### src/rtl/avalon_st_demultiplexer.sv
// Packet-level 1-to-2 Avalon-ST demultiplexer: each sop..eop packet is steered
// by its sop-beat channel into one of two 2-entry output FIFOs.
module avalon_st_demultiplexer #(
  parameter int unsigned channel_width = 8,
  parameter int unsigned data_width    = 32,
  parameter int unsigned empty_width   = 2,
  parameter int unsigned split_channel = 128
) (
  input  logic                     clk,
  input  logic                     reset_n,
  input  logic [channel_width-1:0] avsi_channel,
  input  logic [data_width-1:0]    avsi_data,
  input  logic                     avsi_valid,
  input  logic                     avsi_sop,
  input  logic                     avsi_eop,
  input  logic [empty_width-1:0]   avsi_empty,
  output logic                     avsi_ready,
  output logic [channel_width-1:0] avso_one_channel,
  output logic [data_width-1:0]    avso_one_data,
  output logic                     avso_one_sop,
  output logic                     avso_one_eop,
  output logic [empty_width-1:0]   avso_one_empty,
  output logic                     avso_one_valid,
  input  logic                     avso_one_ready,
  output logic [channel_width-1:0] avso_two_channel,
  output logic [data_width-1:0]    avso_two_data,
  output logic                     avso_two_sop,
  output logic                     avso_two_eop,
  output logic [empty_width-1:0]   avso_two_empty,
  output logic                     avso_two_valid,
  input  logic                     avso_two_ready,
  output logic [15:0]              drop_count,
  output logic                     proto_err
);

  localparam int unsigned EOP_BIT = empty_width;
  localparam int unsigned SOP_BIT = empty_width + 1;
  localparam int unsigned DATA_LO = empty_width + 2;
  localparam int unsigned CH_LO   = DATA_LO + data_width;
  localparam int unsigned PW      = CH_LO + channel_width;

  typedef enum logic [1:0] {IDLE, PKT_ONE, PKT_TWO} state_t;

  state_t          state, state_next;
  logic [1:0]      count  [2];
  logic            rd_ptr [2];
  logic            wr_ptr [2];
  logic [PW-1:0]   mem    [2][2];
  logic [PW-1:0]   beat_c, head_one_c, head_two_c;
  logic            to_two_c, fire_c, drop_c, err_c;
  logic [1:0]      push_c, pop_c;

  assign beat_c   = {avsi_channel, avsi_data, avsi_sop, avsi_eop, avsi_empty};
  assign to_two_c = 32'(avsi_channel) >= split_channel;
  assign fire_c   = avsi_valid && avsi_ready;
  assign pop_c    = {avso_two_valid && avso_two_ready, avso_one_valid && avso_one_ready};

  // Ready sees registered counts only; a sop beat must find room on both sides.
  always_comb begin
    avsi_ready = 1'b0;
    if (reset_n) begin
      if (state == IDLE || avsi_sop)
        avsi_ready = (count[0] < 2'd2) && (count[1] < 2'd2);
      else if (state == PKT_ONE)
        avsi_ready = count[0] < 2'd2;
      else
        avsi_ready = count[1] < 2'd2;
    end
  end

  always_ff @(posedge clk or negedge reset_n) begin
    if (!reset_n) state <= IDLE;
    else          state <= state_next;
  end

  always_comb begin
    state_next = state;
    case (state)
      IDLE: begin
        if (fire_c && avsi_sop && !avsi_eop)
          state_next = to_two_c ? PKT_TWO : PKT_ONE;
      end
      PKT_ONE, PKT_TWO: begin
        if (fire_c) begin
          if (avsi_sop)
            state_next = avsi_eop ? IDLE : (to_two_c ? PKT_TWO : PKT_ONE);
          else if (avsi_eop)
            state_next = IDLE;
        end
      end
      default: state_next = IDLE;
    endcase
  end

  // A sop beat always restarts routing, even when it truncates an open packet.
  always_comb begin
    push_c = 2'b00;
    drop_c = 1'b0;
    err_c  = 1'b0;
    if (fire_c) begin
      if (avsi_sop) begin
        push_c = to_two_c ? 2'b10 : 2'b01;
        err_c  = state != IDLE;
      end else begin
        case (state)
          IDLE: begin
            drop_c = 1'b1;
            err_c  = 1'b1;
          end
          PKT_ONE: push_c = 2'b01;
          PKT_TWO: push_c = 2'b10;
          default: ;
        endcase
      end
    end
  end

  always_ff @(posedge clk or negedge reset_n) begin
    if (!reset_n) begin
      for (int k = 0; k < 2; k++) begin
        count[k]  <= 2'd0;
        rd_ptr[k] <= 1'b0;
        wr_ptr[k] <= 1'b0;
        for (int e = 0; e < 2; e++) mem[k][e] <= '0;
      end
    end else begin
      for (int k = 0; k < 2; k++) begin
        if (push_c[k]) begin
          mem[k][wr_ptr[k]] <= beat_c;
          wr_ptr[k]         <= ~wr_ptr[k];
        end
        if (pop_c[k]) rd_ptr[k] <= ~rd_ptr[k];
        if (push_c[k] && !pop_c[k])      count[k] <= count[k] + 2'd1;
        else if (!push_c[k] && pop_c[k]) count[k] <= count[k] - 2'd1;
      end
    end
  end

  always_ff @(posedge clk or negedge reset_n) begin
    if (!reset_n) begin
      drop_count <= 16'd0;
      proto_err  <= 1'b0;
    end else begin
      proto_err <= err_c;
      if (drop_c && drop_count != 16'hFFFF) drop_count <= drop_count + 16'd1;
    end
  end

  assign head_one_c = mem[0][rd_ptr[0]];
  assign head_two_c = mem[1][rd_ptr[1]];

  assign avso_one_valid   = count[0] != 2'd0;
  assign avso_one_channel = head_one_c[CH_LO +: channel_width];
  assign avso_one_data    = head_one_c[DATA_LO +: data_width];
  assign avso_one_sop     = head_one_c[SOP_BIT];
  assign avso_one_eop     = head_one_c[EOP_BIT];
  assign avso_one_empty   = head_one_c[empty_width-1:0];

  assign avso_two_valid   = count[1] != 2'd0;
  assign avso_two_channel = head_two_c[CH_LO +: channel_width];
  assign avso_two_data    = head_two_c[DATA_LO +: data_width];
  assign avso_two_sop     = head_two_c[SOP_BIT];
  assign avso_two_eop     = head_two_c[EOP_BIT];
  assign avso_two_empty   = head_two_c[empty_width-1:0];

endmodule

### config.mk
export PLATFORM = sky130hd
export DESIGN_NAME = avalon_st_demultiplexer
export DESIGN_NICKNAME = d
export VERILOG_FILES = /design/src/rtl/avalon_st_demultiplexer.sv
export SDC_FILE = /design/constraint.sdc
export NUM_CORES = 1
export LEC_CHECK = 0
export BUFFER_PORTS_ARGS = -buffer_cell sky130_fd_sc_hd__buf_4
export CORE_MARGIN = 8
export CORE_UTILIZATION = 56
export CTS_CLUSTER_SIZE = 25
export DETAILED_ROUTE_END_ITERATION = 10
export PLACE_DENSITY = 0.78
export SLEW_MARGIN = 20
export SYNTH_ARGS = -nofsm -noshare
export SYNTH_HDL_FRONTEND = slang
export SYNTH_SLANG_ARGS = --single-unit
### constraint.sdc
create_clock -name clk -period 3.1 [get_ports clk]
set_input_delay 0 -clock clk [delete_from_list [all_inputs] [get_ports clk]]
set_output_delay 0 -clock clk [all_outputs]
set_load 0.005 [all_outputs]
==> reports/results.txt, run 1 <==
After the first detailed-routing iteration, the DRC count stood at 231. The run gives 0 as the global route total overflow. Post-synthesis register bit count: 203.

The core area was 0.01589 sq mm. In the layout the commonest cells are 260 x mux2_2, 201 x dfrtp_1, 165 x buf_4. Summed over all failing endpoints, the final setup total negative slack is 0 ns.

Walking the worst path, the cells encountered are inv_1 > ha_1 > inv_1 > ha_1 > nand2_1 > nor2_1 > o2111ai_1 > or2_4 > buf_4 > mux2_2. The number of antenna violations at the first check in global routing was 0; the share of synthesized cell area in and, or, nand and nor gates was 3.662%. Hold timing on the final database bottoms out at a slack of 0.02266 ns. For the count of endpoints failing hold in the final timing report, the log shows 0. The xor and xnor area share after synthesis is 2.313%.

Clock-pin slew was measured on the worst setup and hold paths at 0.06 ns. The run gives 0 as the max-capacitance violation count. Setup repair after global routing left no endpoint under its margin.

The worst hold path belongs to the class primary input to asynchronous set/reset pin. After detailed routing, the number of remaining DRC violations is 0. The count of input and output buffers was 156. Of the total power, the share spent switching nets is 28.34%. Relative to the synthesized area, the layout overhead comes to 28.89%. After synthesis, the largest family of logic cells by area is multiplexers. Data on the critical path arrives at its endpoint at 3.11 ns. The clock network power share was 24.6%; the cell internal power dissipation was 8.141 mW. The die outline width was 143.4 microns. STA classifies the critical path startpoint as a flop. The tools report the net switching power figure as 3.219 mW.

Per report_power, the sequential group accounts for 39.8% of the total. Setup violations remaining at the end of the flow were counted as 0. For the via count of the first global-routing pass, the log shows 6388.

On the worst path, the slowest cell contributes a delay of 0.41 ns. The instance count after placement with tap cells included came out at 966. The H-tree depth was 1; the buffer and inverter count on the worst path was 3. The synthesized design contains 0 enable-type register cells. Synthesis handed over a netlist of 611 instances. In the final routed layout, each cell accounts on average for 19.52 microns. The logs give 0.49 ns for the latest clock arrival within the worst-skew pair and 20.27% for the overall routing resource usage.

For the die outline area, the log shows 0.02056 sq mm. The run gives 5.811 nW as the leakage power. For the post-synthesis cell type count, the log shows 44.

The floorplan has 46 rows. The final critical-path share of the clock period is 88.52%, and the maximum fanout along the worst path is 19. 0 antenna diodes ended up in the layout. For this block, the routed nets add up to 20590 microns of wire. Entering global routing, the biggest net connects 157 pins. The worst setup path is of the flop to flop kind. After synthesis, the share of flip-flops with an asynchronous set or reset is 100.0%. The library cell used most frequently in the layout, excluding fill and tap cells, is mux2_2.

Summing the areas of all compound-gate instances in the mapped netlist gives 1.322% of the synthesized area. The flow ran to the end, and the final reports show no timing, DRC or antenna violations. The clock arrives with 0.01871 ns of skew.

Dividing the detail-routed via count by the number of cells gives 5.409. Counting along the longest clock path gives a buffer depth of 3. The detailed-placement wirelength estimate was 13730 microns. The run gives 55.90% as the sequential-to-total area share from yosys stat.

Detailed routing inserted a total of 5706 vias. The ratio of cells with drive above 1 in the final layout is 57.45%. The tools report the routability congestion estimate from global placement as 0.8148. The most used flip-flop cell after synthesis was dfrtp_1. Counting every net in the synthesized netlist gives 669. Based on the critical path, the design can be clocked at up to 364.4 MHz. The first global-routing pass estimated 33310 microns of wire. For this design the top-level I/O count stands at 157. TritonCTS built the clock tree. Count of non-filler cells in the finished layout: 1055. The average instance area after synthesis works out to 14.87 sq um. STA classifies the critical path endpoint as a flop. The routed design could run at a clock period as short as 2.744 ns. The run gives 3.46 ns as the data required time at the worst endpoint.

The total of fill cells in the finished design was 1060. The largest delay contributor family on the critical path is simple AND/OR/NAND/NOR gates. The final-report max-slew violation count was 0; the post-synthesis adder-cell area fraction was 1.239%.

The total CTS buffers is 22, and the pin slew with the least headroom to its limit is 0.8691 ns. Summing every instance area after synthesis gives 0.009087 sq mm. Of the post-synthesis cell area, the part taken by muxes is 32.99%. The vertical extent of the die works out to 143.4 microns. Headroom to the max-slew limit came out at 42.00%. Slowest cell on the critical path: dfrtp_1. After layout, the design draws a total of 11.36 mW. The tree built by TritonCTS fans out to 203 sinks. The number of iterations in the first detailed-routing pass was 4; the number of nets at the end of the flow was 881. The initial utilization of the core area, before any placement, comes to 57.21%. VDD sags by at most 0.0006425 V. The remaining antenna violation count is 0, and the total power density per cell area is 969.9 mW/mm^2.

For the number of warnings printed during yosys synthesis, the log shows 0. In this run the clock root is driven by a clkbuf_16. Per report_power, the combinational group accounts for 35.5% of the total.
-- cell type report --
class | count | area (sq um) | area share (%)
Clock buffer | 29 | 628.1 | 5.363
Clock inverter | 11 | 165.2 | 1.410
Tap cell | 216 | 270.3 | 2.307
Sequential cell | 203 | 5085 | 43.41
Multi-Input combinational cell | 374 | 3779 | 32.26
Inverter | 6 | 22.52 | 0.1923
Timing Repair Buffer | 216 | 1763 | 15.05
-- registers in the layout, indices dropped and copies added (netlist names) --
register,cells
wr_ptr,2
drop_count,16
rd_ptr,2
state,2
count,4
proto_err,1
mem,176
-- kinds of logic after synthesis --
logic type | count (synthesis)
mux | 265
flops | 203
simple gates | 61
buf+inv | 34
xor+xnor | 24
compound gates | 15
fa+ha+maj | 9
-- power groups by stage --
stage / Combinational (mW) / Clock (mW) / Sequential, mW
floorplan: 2.41 / 0 / 4.16
global placement: 3.90 / 0 / 4.44
global route: 4.36 / 2.97 / 4.67
finish: 4.04 / 2.80 / 4.52
detailed placement: 4.02 / 0 / 4.55
CTS: 4.12 / 2.86 / 4.52
-- repair_timing --
action / in CTS / in global routing
endpoints found under the setup margin: 0 / 5
setup buffers: 0 / 0
gates resized for setup: 0 / 1
hold buffers: 49 / 0
endpoints found under the hold margin: 230 / 0
-- worst paths after layout --
| path | from | end | slack (ns) | cells past startpoint |
|---|---|---|---|---|
| max | state[1] | mem[132] | 0.36 | 10 |
| min | reset_n | mem[175] | 0.02 | 2 |
| max reg2reg | state[1] | mem[132] | 0.36 | 10 |
| min reg2reg | mem[88] | mem[88] | 0.50 | 1 |
| max in group asynchronous | reset_n | rd_ptr[0] | 1.90 | 3 |
| min in group clk | avsi_channel[4] | mem[128] | 0.31 | 3 |
-- worst reg2reg max path, stage by stage, from the launching register on --
cell,delay (ns)
dfrtp_1,0.41
inv_1,0.10
ha_1,0.19
inv_1,0.07
ha_1,0.23
nand2_1,0.11
nor2_1,0.08
o2111ai_1,0.37
or2_4,0.37
buf_4,0.31
mux2_2,0.38
-- cell usage after synthesis (4+ instances only) --
cell type  instances  area, sq um
buf_2              4        20.02
buf_6             13        146.4
clkbuf_1           7        26.28
dfrtp_1          203         5080
ha_1               9        112.6
inv_1              6        22.52
mux2_2           260         2928
mux2_4             4        60.06
nand2_1           17        63.81
nor2_1             8        30.03
nor3_1             9        45.04
xnor2_1            4        35.03
xor2_1            20        175.2
-- routing by layer --
metal,track usage (%),part of all wire (%)
met1,24.31,41
met2,35.93,52
met3,4.612,5.8
met4,5.423,1.7
met5,0,0
-- metrics by stage --
step / cell area [sq um] / util [%] / setup WS (ns)
after detailed placement: 10420 / 65.62 / 0.2528
final: 11710 / 73.73 / 0.3559
after CTS: 11710 / 73.70 / 0.2192
after global routing: 11710 / 73.73 / 0.1407
after floorplan: 9087 / - / 0.7944
after global placement: 10420 / 65.62 / 0.3951
(Power assumes the default switching activity.)
==> run 2: changes to the inputs <==
PLACE_DENSITY = not set   (was 0.78)
PLACE_DENSITY_LB_ADDON = 0.12   (was not set)
SKIP_LAST_GASP = 1   (was not set)
==> run 2 against run 1 <==
Total power is 1.9% lower. Clock power fell by 8.2%. Routed wire length grew 1.0%. Sequential power shrank 2%. Critical path type unchanged. Die area did not move. Core utilization fell by 0.49 points. Critical endpoint is now mem[141]. Setup slack worse by 0.0086 ns.
==> reports/results.txt, run 2 (same netlist as run 1, synthesis figures left out) <==
The run finished with clean final reports. The delay of the slowest critical-path stage is 0.41 ns (about the same), and the number of flip-flops under the largest register name is 176 (unchanged). The number of antenna violations at the first check in global routing was 0 (unchanged); the vertical extent of the die was 143.4 microns (unchanged). The tools report the leakage power as 5.795 nW (-0.28%).

The library cells used most frequently in the layout, excluding fill and tap cells, are 260 x mux2_2, 201 x dfrtp_1, 163 x buf_4. The critical path launch point type was a flop. TritonCTS built the clock tree.

For the largest net degree at the start of global routing, the log shows 153 (-2.5%). The highest ir drop seen on vdd is 0.0005397 V (-16%), and the pin slew with the least headroom to its limit is 0.8615 ns (-0.007627 ns). The run gives 0 (unchanged) as the number of antenna diodes. Number of iterations in the first detailed-routing pass: 4 (unchanged). Number of design rule violations left after detail routing: 0 (unchanged).

The clock transition at the registers of the reported paths works out to 0.06 ns (about the same). The overall routing resource usage came out at 20.36% (+0.093 points). The H-tree depth is 1 (unchanged). The final critical-path share of the clock period is 88.80% (+0.28 points). The total of fill cells in the finished design was 1073 (+1.2%). For the core area, the log shows 0.01589 sq mm (unchanged). The most common library cell in the layout ignoring fill and taps was mux2_2.

The total setup buffers inserted after CTS is 0 (unchanged), and the total via count in the routed design is 5759 (+0.93%). Total CTS buffers: 23 (+4.5%). The average wire length per cell after detail routing is 19.72 microns (+1.0%). For the highest attainable clock frequency, the log shows 363.3 MHz (-0.31%). The kind of end point of the critical path is a flop.

The count of endpoints failing hold in the final timing report is 0 (unchanged), and the ratio of cells with drive above 1 in the final layout is 57.09% (-0.36 points). The maximum fanout along the worst path is 27 (+8). For the max-capacitance violation count, the log shows 0 (unchanged). The final-report max-slew violation count is 0 (unchanged), and the initial cell density of the core is 57.21% (unchanged). The count of input and output buffers came out at 156 (unchanged). The type of the worst setup path is flop to flop. The run gives 0.51 ns (+0.02 ns) as the latest clock arrival within the worst-skew pair. The tightest slew margin relative to the limit is 42.51% (+0.51 points). The tools report the worst-case hold slack as 0.03120 ns (+0.008540 ns).

The routability congestion estimate from global placement is 0.8148 (unchanged). Register with the most flip-flops: mem. Walking the worst path, the cells encountered are inv_1 > ha_1 > inv_1 > ha_1 > nand2b_4 > a21oi_1 > o2111ai_1 > or2_4 > buf_12 > mux2_2.

The run gives 0 ns (unchanged) as the final-layout setup total negative slack. The critical path starts at state[1]. The logs give 3.13 ns (+0.02 ns) for the critical path arrival and 11.14 mW (-1.9%) for the total power consumption of the routed design. The die outline area came out at 0.02056 sq mm (unchanged). The tools report the launching point of the worst reg2reg path as state[1]. Remaining antenna violation count: 0 (unchanged). The number of vias per cell works out to 5.459 (+0.93%). The number of buffers between clock root and the deepest sink is 3 (unchanged).

The tools report the count of endpoints failing setup in the final report as 0 (unchanged). The boundary pin count was 157 (unchanged); the total power density per cell area was 957.5 mW/mm^2 (-1.3%). The largest registers in the layout are mem: 176 flops, drop_count: 16 flops, count: 4 flops.

The number of placement rows was 46 (unchanged). Global route total overflow: 0 (unchanged). Setup repair after global routing left no endpoint under its margin.

The final critical path time including I/O delays and setup is 2.753 ns (+0.008639 ns). The logs give 33420 microns (+0.33%) for the wire length of the first global-routing pass and 207 (-10%) for the detailed router's first-iteration violation count. The tools report the number of nets at the end of the flow as 881 (unchanged).

Slowest cell on the critical path: dfrtp_1. The area overhead of the layout relative to synthesis was 28.03%. For the number of clock sinks seen by CTS, the log shows 203 (unchanged). The die outline width was 143.4 microns (unchanged); the worst-case clock skew was 0.02188 ns (+0.003172 ns).

The run gives 20800 microns (+1.0%) as the routed wire length. The tree is rooted in a clkbuf_16. Detailed-placement wirelength estimate: 13740 microns (+0.11%). The via count of the first global-routing pass was 6481 (+1.5%); the data required time at the worst endpoint was 3.48 ns (+0.02 ns).

Classification of the worst-slack hold path: primary input to asynchronous set/reset pin.
==> run 2: cell types whose count changed in the layout (fill, tap and decap cells not counted), sizes merged <==
cell and delta:
clkbuf +3, inv +1, bufinv -3, clkinv +4, buf -1, clkinvlp -4
==> run 2: final cells by class <==
class                   count  area, sq um  share of cell area [%]
clock buffers              32        639.4                   5.495
clock inverters             9        73.82                  0.6345
inverters                   6        22.52                  0.1936
multi-input cells         374         3779                   32.48
flip-flops and latches    203         5082                   43.68
well taps                 216        270.3                   2.323
repair buffers            215         1768                   15.20
==> run 2: critical path, delay by kind of cell (launching register included) <==
family / cells / cell delay (ns)
AND/OR/NAND/NOR: 2 / 0.49
buffers and inverters: 3 / 0.42
adder cells (fa/ha/maj): 2 / 0.42
AO/OA/AOI/OAI: 2 / 0.48
multiplexers: 1 / 0.35
flip-flops: 1 / 0.41
==> run 2: final timing paths <==
kind	to	slack, ns	cells past startpoint
min in group clk	mem[119]	0.30	3
setup reg to reg	mem[141]	0.35	10
hold reg to reg	mem[98]	0.50	1
hold / removal	mem[87]	0.03	2
setup / recovery	mem[141]	0.35	10
max in group asynchronous	mem[129]	1.91	3
==> run 2: power by group <==
group	leakage [nW]	internal, mW	switching (mW)	total, mW
Sequential	2.63	3.76	0.674	4.43
Combinational	2.81	2.63	1.51	4.14
Clock	0.358	1.52	1.05	2.57
Total	5.79	7.91	3.24	11.1
==> run 2: metrics by stage <==
step | cells | util (%) | cell area, sq um | setup slack [ns]
finish | 1055 | 73.24 | 11630 | 0.3472
global route | 1055 | 73.24 | 11630 | 0.1468
CTS | 1055 | 73.23 | 11630 | 0.2182
detailed placement | 965 | 65.65 | 10430 | 0.2547
global placement | 965 | 65.65 | 10430 | 0.4381
floorplan | 611 | - | 9087 | 0.7944
==> run 2: timing repair <==
action                     CTS  global route
setup endpoints to repair    0            18
hold endpoints to repair   234             0
resized for setup            0             1
hold buffers                49             0
==> run 2: per-layer routing <==
layer	GRT usage [%]	vias up	wire length (microns)
met2	35.90	148	10440
li1	-	2617	-
met4	6.143	0	503
met1	24.65	2956	8734
met3	4.147	38	1124
met5	0	-	0
==> run 3: changes to the inputs <==
PLACE_DENSITY = 0.8   (was not set)
PLACE_DENSITY_LB_ADDON = not set   (was 0.12)
==> run 3 against run 2 <==
Non-clock buffer count is 2 higher. First-iteration DRC count rose by 17%. Cell area hardly changed. Sequential cell count stayed put. Critical path depth unchanged. Clock-buffer cell count is 6 lower. Total power down 0.67%. Register-to-register slack worse by 0.09 ns. Sequential power up 2%. Critical endpoint is now mem[114]. Largest cell class unchanged.
==> reports/results.txt, run 3 (same netlist as run 1, synthesis figures left out) <==
The flow ran to the end, and the final reports show no timing, DRC or antenna violations. The ratio of cells with drive above 1 in the final layout is 57.59% (+0.49 points). The die outline area was 0.02056 sq mm (unchanged); the clock transition at the registers of the reported paths was 0.06 ns (about the same). More flip-flops sit in one register than any other, and that register is mem. Classification of the worst-slack hold path: primary input to flop. The count of non-filler cells in the finished layout was 1053 (-0.19%). Initial cell density of the core: 57.21% (unchanged). For the total CTS buffers, the log shows 21 (-8.7%). Tightest slew margin relative to the limit: 34.45% (-8.1 points).

The final critical-path share of the clock period came out at 91.81% (+3.0 points). The number of design rule violations left after detail routing is 0 (unchanged). Type of the worst setup path: flop to flop. The number of buffers between clock root and the deepest sink came out at 3 (unchanged).

The core area was 0.01589 sq mm (unchanged); the global route total overflow was 0 (unchanged). The run gives 881 (unchanged) as the number of nets at the end of the flow. The total power density per cell area was 951.4 mW/mm^2 (-0.64%). In the final layout, the registers with the most flip-flops are mem: 176 flops, drop_count: 16 flops, count: 4 flops. The tools report the final-layout setup total negative slack as 0 ns (unchanged).

Routed wire length: 20530 microns (-1.3%). The count of input and output buffers works out to 156 (unchanged). Number of antenna violations at the first check in global routing: 0 (unchanged).

The area overhead of the layout relative to synthesis is 28.00% (about the same). In the layout the commonest cells are 260 x mux2_2, 201 x dfrtp_1, 165 x buf_4. The highest ir drop seen on vdd came out at 0.0005597 V (+3.7%). The tools report the detailed-placement wirelength estimate as 13670 microns (-0.55%). The run gives 4 (unchanged) as the number of iterations in the first detailed-routing pass.

The logs give 351.4 MHz (-3.3%) for the highest attainable clock frequency and 0.01044 sq mm (+0.14%) for the total placed instance area. The tools report the latest clock arrival within the worst-skew pair as 0.49 ns (-0.02 ns). The remaining antenna violation count came out at 0 (unchanged). The average wire length per cell after detail routing works out to 19.50 microns (-1.1%). The worst-case clock skew was 0.007533 ns (-0.01435 ns).

The leakage power was 5.790 nW (about the same). The run gives 3.21 ns (+0.08 ns) as the critical path arrival. The logs give 0 (unchanged) for the count of endpoints failing hold in the final timing report and 0.7651 (-6.1%) for the routability congestion estimate from global placement.

Clock tree synthesis selected as its root buffer the cell clkbuf_16. The detailed router's first-iteration violation count was 242 (+17%); the wire length of the first global-routing pass was 33130 microns (-0.85%). Critical path launch point type: a flop. Setup repair after global routing left no endpoint under its margin. The number of placement rows came out at 46 (unchanged). The library cell used most frequently in the layout, excluding fill and tap cells, is mux2_2.

The tools report the kind of end point of the critical path as a flop. The data required time at the worst endpoint came out at 3.47 ns (about the same). The tools report the instance count after placement with tap cells included as 967 (+0.21%). The die outline width works out to 143.4 microns (unchanged).

The logs give 6385 (-1.5%) for the via count of the first global-routing pass and 0 (unchanged) for the number of antenna diodes. The final critical path time including I/O delays and setup is 2.846 ns (+0.09338 ns), and the area of all placed cells without fillers is 0.01163 sq mm (about the same). The H-tree depth is 1 (unchanged). The tools report the max-capacitance violation count as 0 (unchanged). The total setup buffers inserted after CTS was 0 (unchanged); the final-report max-slew violation count was 0 (unchanged). The overall routing resource usage is 20.12% (-0.24 points). The largest net degree at the start of global routing was 189 (+24%); the number of flip-flops under the largest register name was 176 (unchanged). The boundary pin count was 157 (unchanged).

The number of vias per cell is 5.391 (-1.2%). The vertical extent of the die is 143.4 microns (unchanged). The pin slew with the least headroom to its limit works out to 0.9832 ns (+0.1217 ns). TritonCTS built the clock tree. The number of clock sinks seen by CTS is 203 (unchanged). The maximum fanout along the worst path is 13 (-52%), and the count of endpoints failing setup in the final report is 0 (unchanged). The total via count in the routed design is 5677 (-1.4%).
-- run 3: cell types whose count changed in the layout (fill, tap and decap cells not counted), sizes merged --
cell	previous run	this run
clkinv	7	8
inv	7	6
clkbuf	33	27
bufinv	1	2
buf	165	167
clkinvlp	0	1
-- run 3: final timing paths --
path                               start  cells past startpoint  slack (ns)       endpoint
min in group asynchronous        reset_n                      3        0.36         mem[6]
max                             state[0]                     10        0.25       mem[114]
max in group asynchronous        reset_n                      3        1.76      rd_ptr[0]
min reg2reg                drop_count[5]                      1        0.50  drop_count[5]
max reg2reg                     state[0]                     10        0.25       mem[114]
min                        avsi_data[30]                      3        0.32       mem[122]
-- run 3: stage by stage --
step	total power, mW	hold slack (ns)	utilization [%]	worst slack, ns
final	11.07	0.3152	73.23	0.2538
after global routing	11.73	0.3071	73.23	0.1368
after CTS	11.21	0.2932	73.21	0.2686
after detailed placement	8.571	-0.1219	65.75	0.3113
after global placement	8.357	-0.1262	65.75	0.4943
after floorplan	6.568	-0.2956	-	0.7944
-- run 3: metal layers --
layer / track usage [%] / wire [microns]
met1: 23.90 / 8556
met2: 35.70 / 10500
met3: 5.010 / 1175
met4: 5.202 / 298
met5: 0 / 0
-- run 3: timing repair --
action                                 4_1_cts  5_1_grt
endpoints found under the hold margin      386        0
hold buffers                                49        0
gates resized for setup                      0        0
-- run 3: critical path, cell delays in order (launching register included) --
cell	delay (ns)
dfrtp_1	0.40
inv_1	0.09
ha_1	0.25
inv_1	0.10
ha_1	0.22
nand2_1	0.09
or2_4	0.26
a21oi_1	0.27
nand3_2	0.40
buf_4	0.35
mux2_2	0.30
-- run 3: where the power goes --
part | leakage (nW) | switching (mW) | internal [mW] | total [mW]
combinational | 2.81 | 1.42 | 2.62 | 4.04
sequential | 2.63 | 0.753 | 3.76 | 4.51
clock | 0.349 | 1.01 | 1.50 | 2.52
total | 5.79 | 3.19 | 7.88 | 11.1
-- run 3: layout make-up --
type | instances | area [sq um]
Inverter | 6 | 22.52
Tap cell | 216 | 270.3
Clock buffer | 26 | 584.3
Fill cell | 1067 | 4253
Multi-Input combinational cell | 374 | 3776
Sequential cell | 203 | 5085
Clock inverter | 11 | 111.4
Timing Repair Buffer | 217 | 1783
